File: config.mk
export PLATFORM = sky130hd
export DESIGN_NAME = commit_trace_fifo
export DESIGN_NICKNAME = d
export VERILOG_FILES = /design/src/rtl/commit_trace_fifo.sv
export SDC_FILE = /design/constraint.sdc
export NUM_CORES = 2
export LEC_CHECK = 0
export CORE_MARGIN = 3
export CORE_UTILIZATION = 49
export DETAILED_ROUTE_END_ITERATION = 8
export GPL_ROUTABILITY_DRIVEN = 0
export PLACE_DENSITY = 0.65
export SLEW_MARGIN = 20
export SYNTH_ARGS = -nofsm -noshare
export SYNTH_HDL_FRONTEND = slang
export SYNTH_SLANG_ARGS = --single-unit
File: constraint.sdc
create_clock -name i_clk -period 9.2 [get_ports i_clk]
set_input_delay 1.38 -clock i_clk [delete_from_list [all_inputs] [get_ports i_clk]]
set_output_delay 1.38 -clock i_clk [all_outputs]
set_load 0.1 [all_outputs]
File: src/rtl/commit_trace_fifo.sv
// First-word-fall-through trace FIFO for architectural commits (GRF and DM writes).
// Up to two events are accepted per cycle, GRF first. Lost events are counted, never overwritten.
module commit_trace_fifo #(
   parameter int AW     = 4,
   parameter int DROP_W = 8
) (
   input  logic              i_clk,
   input  logic              i_rst_n,
   input  logic              i_trace_en,
   input  logic [31:0]       i_pc,
   input  logic              i_grf_we,
   input  logic [4:0]        i_grf_addr,
   input  logic [31:0]       i_grf_wdata,
   input  logic              i_dm_we,
   input  logic [31:0]       i_dm_addr,
   input  logic [31:0]       i_dm_wdata,
   input  logic              i_trc_ready,
   output logic              o_trc_valid,
   output logic              o_trc_kind,
   output logic [31:0]       o_trc_pc,
   output logic [31:0]       o_trc_addr,
   output logic [31:0]       o_trc_data,
   output logic [AW:0]       o_count,
   output logic              o_overflow,
   output logic [DROP_W-1:0] o_drop_cnt
);
   localparam int DEPTH = 1 << AW;

   // Entry layout: {kind, pc, addr, data}
   logic [96:0]       r_mem [DEPTH];
   logic [AW-1:0]     r_rd_ptr;
   logic [AW-1:0]     r_wr_ptr;
   logic [AW:0]       r_count;
   logic              r_overflow;
   logic [DROP_W-1:0] r_drop_cnt;

   logic              w_g;
   logic              w_d;
   logic              w_pop;
   logic [AW+1:0]     w_free;
   logic              w_acc_g;
   logic              w_acc_d;
   logic [1:0]        w_n_push;
   logic [1:0]        w_n_drop;
   logic [DROP_W:0]   w_drop_sum;
   logic [AW-1:0]     w_dm_ptr;
   logic [96:0]       w_head;
   logic [96:0]       w_grf_entry;
   logic [96:0]       w_dm_entry;

   assign w_g   = i_trace_en & i_grf_we & (i_grf_addr != 5'd0);
   assign w_d   = i_trace_en & i_dm_we;
   assign w_pop = o_trc_valid & i_trc_ready;

   // A same-cycle pop makes room for one more push.
   assign w_free  = (AW+2)'(DEPTH) - {1'b0, r_count} + (AW+2)'(w_pop);
   assign w_acc_g = w_g & (w_free != '0);
   assign w_acc_d = w_d & (w_free > (AW+2)'(w_acc_g));

   assign w_n_push   = 2'(w_acc_g) + 2'(w_acc_d);
   assign w_n_drop   = 2'(w_g & ~w_acc_g) + 2'(w_d & ~w_acc_d);
   assign w_drop_sum = {1'b0, r_drop_cnt} + (DROP_W+1)'(w_n_drop);
   assign w_dm_ptr   = w_acc_g ? r_wr_ptr + AW'(1) : r_wr_ptr;

   assign w_grf_entry = {1'b0, i_pc, 27'd0, i_grf_addr, i_grf_wdata};
   assign w_dm_entry  = {1'b1, i_pc, i_dm_addr, i_dm_wdata};

   always_ff @(posedge i_clk) begin
      if (w_acc_g) r_mem[r_wr_ptr] <= w_grf_entry;
      if (w_acc_d) r_mem[w_dm_ptr] <= w_dm_entry;
   end

   always_ff @(posedge i_clk or negedge i_rst_n) begin
      if (!i_rst_n) begin
         r_rd_ptr   <= '0;
         r_wr_ptr   <= '0;
         r_count    <= '0;
         r_overflow <= 1'b0;
         r_drop_cnt <= '0;
      end else begin
         r_wr_ptr <= r_wr_ptr + AW'(w_n_push);
         r_rd_ptr <= r_rd_ptr + AW'(w_pop);
         r_count  <= r_count + (AW+1)'(w_n_push) - (AW+1)'(w_pop);
         if (w_n_drop != 2'd0) begin
            r_overflow <= 1'b1;
            r_drop_cnt <= w_drop_sum[DROP_W] ? '1 : w_drop_sum[DROP_W-1:0];
         end
      end
   end

   assign w_head      = r_mem[r_rd_ptr];
   assign o_trc_valid = (r_count != '0);
   // Head fields are gated so an empty FIFO never exposes stale storage.
   assign o_trc_kind  = o_trc_valid & w_head[96];
   assign o_trc_pc    = o_trc_valid ? w_head[95:64] : 32'd0;
   assign o_trc_addr  = o_trc_valid ? w_head[63:32] : 32'd0;
   assign o_trc_data  = o_trc_valid ? w_head[31:0]  : 32'd0;
   assign o_count     = r_count;
   assign o_overflow  = r_overflow;
   assign o_drop_cnt  = r_drop_cnt;
endmodule

# Word-level counts from Yosys, hierarchy flattened
# Memory sizes are Yosys's and may differ from the RTL's.
# Index checks and enable logic that the tools add are counted.
# op_classes
n_addsub	10
magnitude_cmp	1
mux	9
bitwise	11
reduce_logical	4
# ops
operator	count
$mux W32	3
$reduce_bool A5 Y1	2
$add A8 B2 Y9	1
$mux W8	1
$and A1 B1 Y1	7
$add A6 B1 Y6	1
$gt A6 B1 Y1	1
$reduce_bool A6 Y1	1
$sub A5 B5 Y6 const A	1
$add A5 B2 Y5	1
$sub A5 B1 Y5	1
$add A4 B1 Y4	1
$add A4 B1 Y4 const B	1
$add A4 B2 Y4	1
$and A1 B2 Y2	2
$mux W1	4
$mux W4	1
$not A1 Y2	2
$add A1 B1 Y2	1
$add A2 B2 Y2	1
$reduce_bool A2 Y1	1
# word_totals
register_bits	22
ramBits	1552
inputBits	139
out_inout_bits	112
word_cells	41
n_memories	1
# mem_list
name	depth	word_bits	read_ports	rd_clocked_by_memory_dff	wr	line_no	source
r_mem	16	97	1	0	2	30	logic [96:0] r_mem [DEPTH];

# Longest topological paths before layout
# depth
ltp_word	12
depth_mapped	29
mapped_depth_nobuf	28

# Worst setup path before layout
# Ideal clock, no wire load.
# synth_path
path_type	reg-to-reg
from	reg r_count[3] (netlist: o_count[3])
to	mem r_mem[11][0], enable pin
setup_ns	0.495
t_arrival_ns	8.301
t_required_ns	8.705
setup_slack_ns	0.404
path_stages_with_launch	22
n_path_buf	3
synth_period_minus_slack_ns	8.796
path_cell_list	dfrtp_1 inv_1 ha_1 nand3_1 clkbuf_1 nand2_1 ha_1 inv_1 ha_1 nor4bb_1 a41o_1 o211a_2 nor2_1 ha_1 nor2_1 a211o_1 nand3_1 clkinv_1 o21a_1 buf_2 a21o_1 clkbuf_1
# synth_lines
element	line_no	source
start: declaration	33	logic [AW:0] r_count;
start signal: assignment	83	r_count <= r_count + (AW+1)'(w_n_push) - (AW+1)'(w_pop);
end: declaration	30	

==> impl_metrics.tcl <==
set metrics [dict create \
    yosys_warnings 0 \
    ys_async_sr_fraction_pct 1.398 \
    drc 0 \
    dieArea_um2 160700 \
    p_switching_uw 12000 \
    grt_max_degree 125 \
    slowest_stage "a21oi_4" \
    cts_tree "built" \
    synth_edf_count 1536 \
    final_common_cell "edfxtp_1" \
    crit_top_cell "ha_1" \
    postCtsResizedCells 0 \
    power_density_nw_per_um2 332.5 \
    outcome "finished, final reports clean" \
    synth.top_cell.area_share_pct 60.35 \
    first_pass_iters 6 \
    die_h_um 400.9 \
    post_cts_buffers 0 \
    vias 49563 \
    start_util_pct 49.44 \
    overflow 0 \
    ys_ff_latch 1574 \
    coreArea_um2 154600 \
    fin_crit_sh_pct 77.41 \
    ys_seq_area_share_pct 61.49 \
    fp.dieW_um 400.9 \
    clkSinkCount 1574 \
    fillCellCount 12295 \
    track_usage_pct 28.19 \
    antenna_found_initial 29 \
    relSlewSlack_pct 18.37 \
    wl_um 228400 \
    postSynthAreaPerCell_um2 13.76 \
    tightest_slew_ns 1.224 \
    hpwl_um 122600 \
    worst_setup_path_end_kind "flop" \
    crit_arrival_ns 7.65 \
    synthTopCellsByArea "edfxtp_1 60%, mux4_2 14%, and2_1 5.0%" \
    cts.clk_slew.worst_paths_ns 0.06 \
    r2r_start "o_count[2]" \
    p_sw_share_pct 42.18 \
    root_buffer "clkbuf_16" \
    synth.distinct_cells 57 \
    clock_latency_ns 0.81 \
    critical_path_class "reg -> reg" \
    fin_skew_ns 0.03470 \
    port_buffers 250 \
    synth_top_flop_cell "edfxtp_1" \
    layout_common_cells "1536 x edfxtp_1, 604 x and2_1, 570 x nand2_1" \
    grt_setup_unrepaired "false" \
    netlist_area_um2 76420 \
    p_int_uw 16450 \
    cpPeakStageDelay_ns 0.95 \
    hold_violations 0 \
    clkPwrFrac_pct 23.3 \
    post_drt_wl_per_cell_um 30.09 \
    cts.path.max_buffers 3 \
    finalCriticalPeriod_ns 7.122 \
    synth.largest_area_cell "edfxtp_1" \
    hp-start "r_mem[6][96]" \
    place_ws_ns 1.664 \
    drive_gt1_share_pct 16.18 \
    grt_first_pass_wirelength_um 337500 \
    crit_path_start_kind "flop" \
    power_frac_comb_pct 44.6 \
    drt-initial-drc-count 6826 \
    cp_max_fo 43 \
    power_uw 28440 \
    setup_viol 0 \
    area_growth_pct 11.93 \
    num_rows 144 \
    drt-vias-per-instance 6.528 \
    cts_buffers 169 \
    synthCells 5556 \
    finalSetupTns_ns 0 \
    p_leak_uw 0.02830 \
    crit_chain "inv_1 -> ha_1 -> nand3_4 -> nand2_1 -> ha_1 -> inv_1 -> ha_1 -> nor4bb_1 -> a41o_1 -> o211a_2 -> nor2_1 -> ha_1 -> nor2_1 -> a211o_1 -> nand3_1 -> a21oi_4 -> buf_4 -> and2_4 -> o21ai_0" \
    num_io_pins 251 \
    cts_hold_buffers 0 \
    ant_nets 0 \
    p_seq_share_pct 32.1 \
    grt_pass1_vias 49187 \
    htreeDepth 4 \
    finish.utilization_pct 55.34 \
    critical_path_required_ns 9.72 \
    max_cap_violations 0 \
    crit_start "o_count[2]" \
    syn-num-nets 5722 \
    ir_worst_vdd_mv 0.4556 \
    fin_nets 5554 \
    fmax_ghz 0.1404 \
    hp-class "reg -> reg" \
    final_max_slew_viol_count 0 \
    fin_ws_ns 2.078 \
]
[worst max-delay path: cells and delay by family (launching register included)]
family,cells,cell delay [ns]
flip-flops,1,0.46
buffers and inverters,3,0.69
adder cells (fa/ha/maj),4,1.16
AO/OA/AOI/OAI,5,1.95
AND/OR/NAND/NOR,7,2.53
[routing by layer]
layer	wire (um)	track usage [%]	vias up	share of wire (%)
li1	-	-	20704	-
met1	87690	38.98	25119	38
met2	104900	43.26	3195	46
met3	27590	7.688	527	12
met4	8113	10.02	18	3.6
met5	104	0	-	0.046
[sequential cells by signal (all words and copies together) (netlist names)]
name,cells
r_mem,1552
o_drop_cnt,8
o_count,5
r_rd_ptr,4
r_wr_ptr,4
o_overflow,1
[cell usage after synthesis, drive strengths merged (24+ instances only)]
| library cell | n |
|---|---|
| ha | 24 |
| nor2 | 98 |
| edfxtp | 1536 |
| and2 | 616 |
| nand3 | 372 |
| a32o | 111 |
| buf | 244 |
| mux4 | 485 |
| a22o | 37 |
| o22ai | 80 |
| clkbuf | 459 |
| inv | 30 |
| nor2b | 35 |
| o21ai | 374 |
| nand2 | 574 |
| and3 | 337 |
[per-stage QoR]
| stage | std cells | area, um2 | hold slack [ns] |
|---|---|---|---|
| after global routing | 7575 | 85500 | 0.4781 |
| after detailed placement | 7261 | 80160 | 0.4362 |
| after global placement | 7260 | 80130 | 0.4297 |
| after CTS | 7571 | 85490 | 0.4495 |
| final | 7592 | 85540 | 0.4576 |
| after floorplan | 5556 | 76420 | 0.4205 |
[worst paths after layout]
check / cells past startpoint / slack (ns) / to
max: 19 / 2.08 / r_mem[4][13]
min: 1 / 0.46 / r_mem[6][96]
max reg2reg: 19 / 2.08 / r_mem[4][13]
min reg2reg: 1 / 0.46 / r_mem[6][96]
max in group asynchronous: 1 / 8.22 / r_rd_ptr[3]
min in group asynchronous: 1 / 0.55 / o_overflow
[power by group through the flow]
stage,clock (uW),combinational [uW],sequential (uW)
2_1_floorplan,0,9160,9140
3_3_place_gp,0,12600,9240
3_5_place_dp,0,12700,9270
4_1_cts,6700,12700,9120
5_1_grt,6990,13100,9180
6_report,6630,12700,9120
[logic make-up after synthesis]
family | count (synthesis) | synth area share, %
compound gates | 670 | 5.648
xor+xnor | 8 | 0.09169
fa+ha+maj | 27 | 0.4715
buf+inv | 734 | 3.931
flops | 1574 | 61.49
mux | 487 | 14.32
simple gates | 2056 | 14.05
[area by class of cell]
cell class                 count  area (um2)  share of cell area [%]
sequential                  1574       47010                   54.95
timing repair buffer         364        3690                   4.313
inverter                      31       121.4                  0.1419
tap                         2044        2557                   2.990
antenna                       21       52.55                 0.06143
clock buffer                 212        4524                   5.289
multi-input combinational   3248       26780                   31.30
clock inverter                98       809.5                  0.9463
Power figures use the tool's default switching activity.
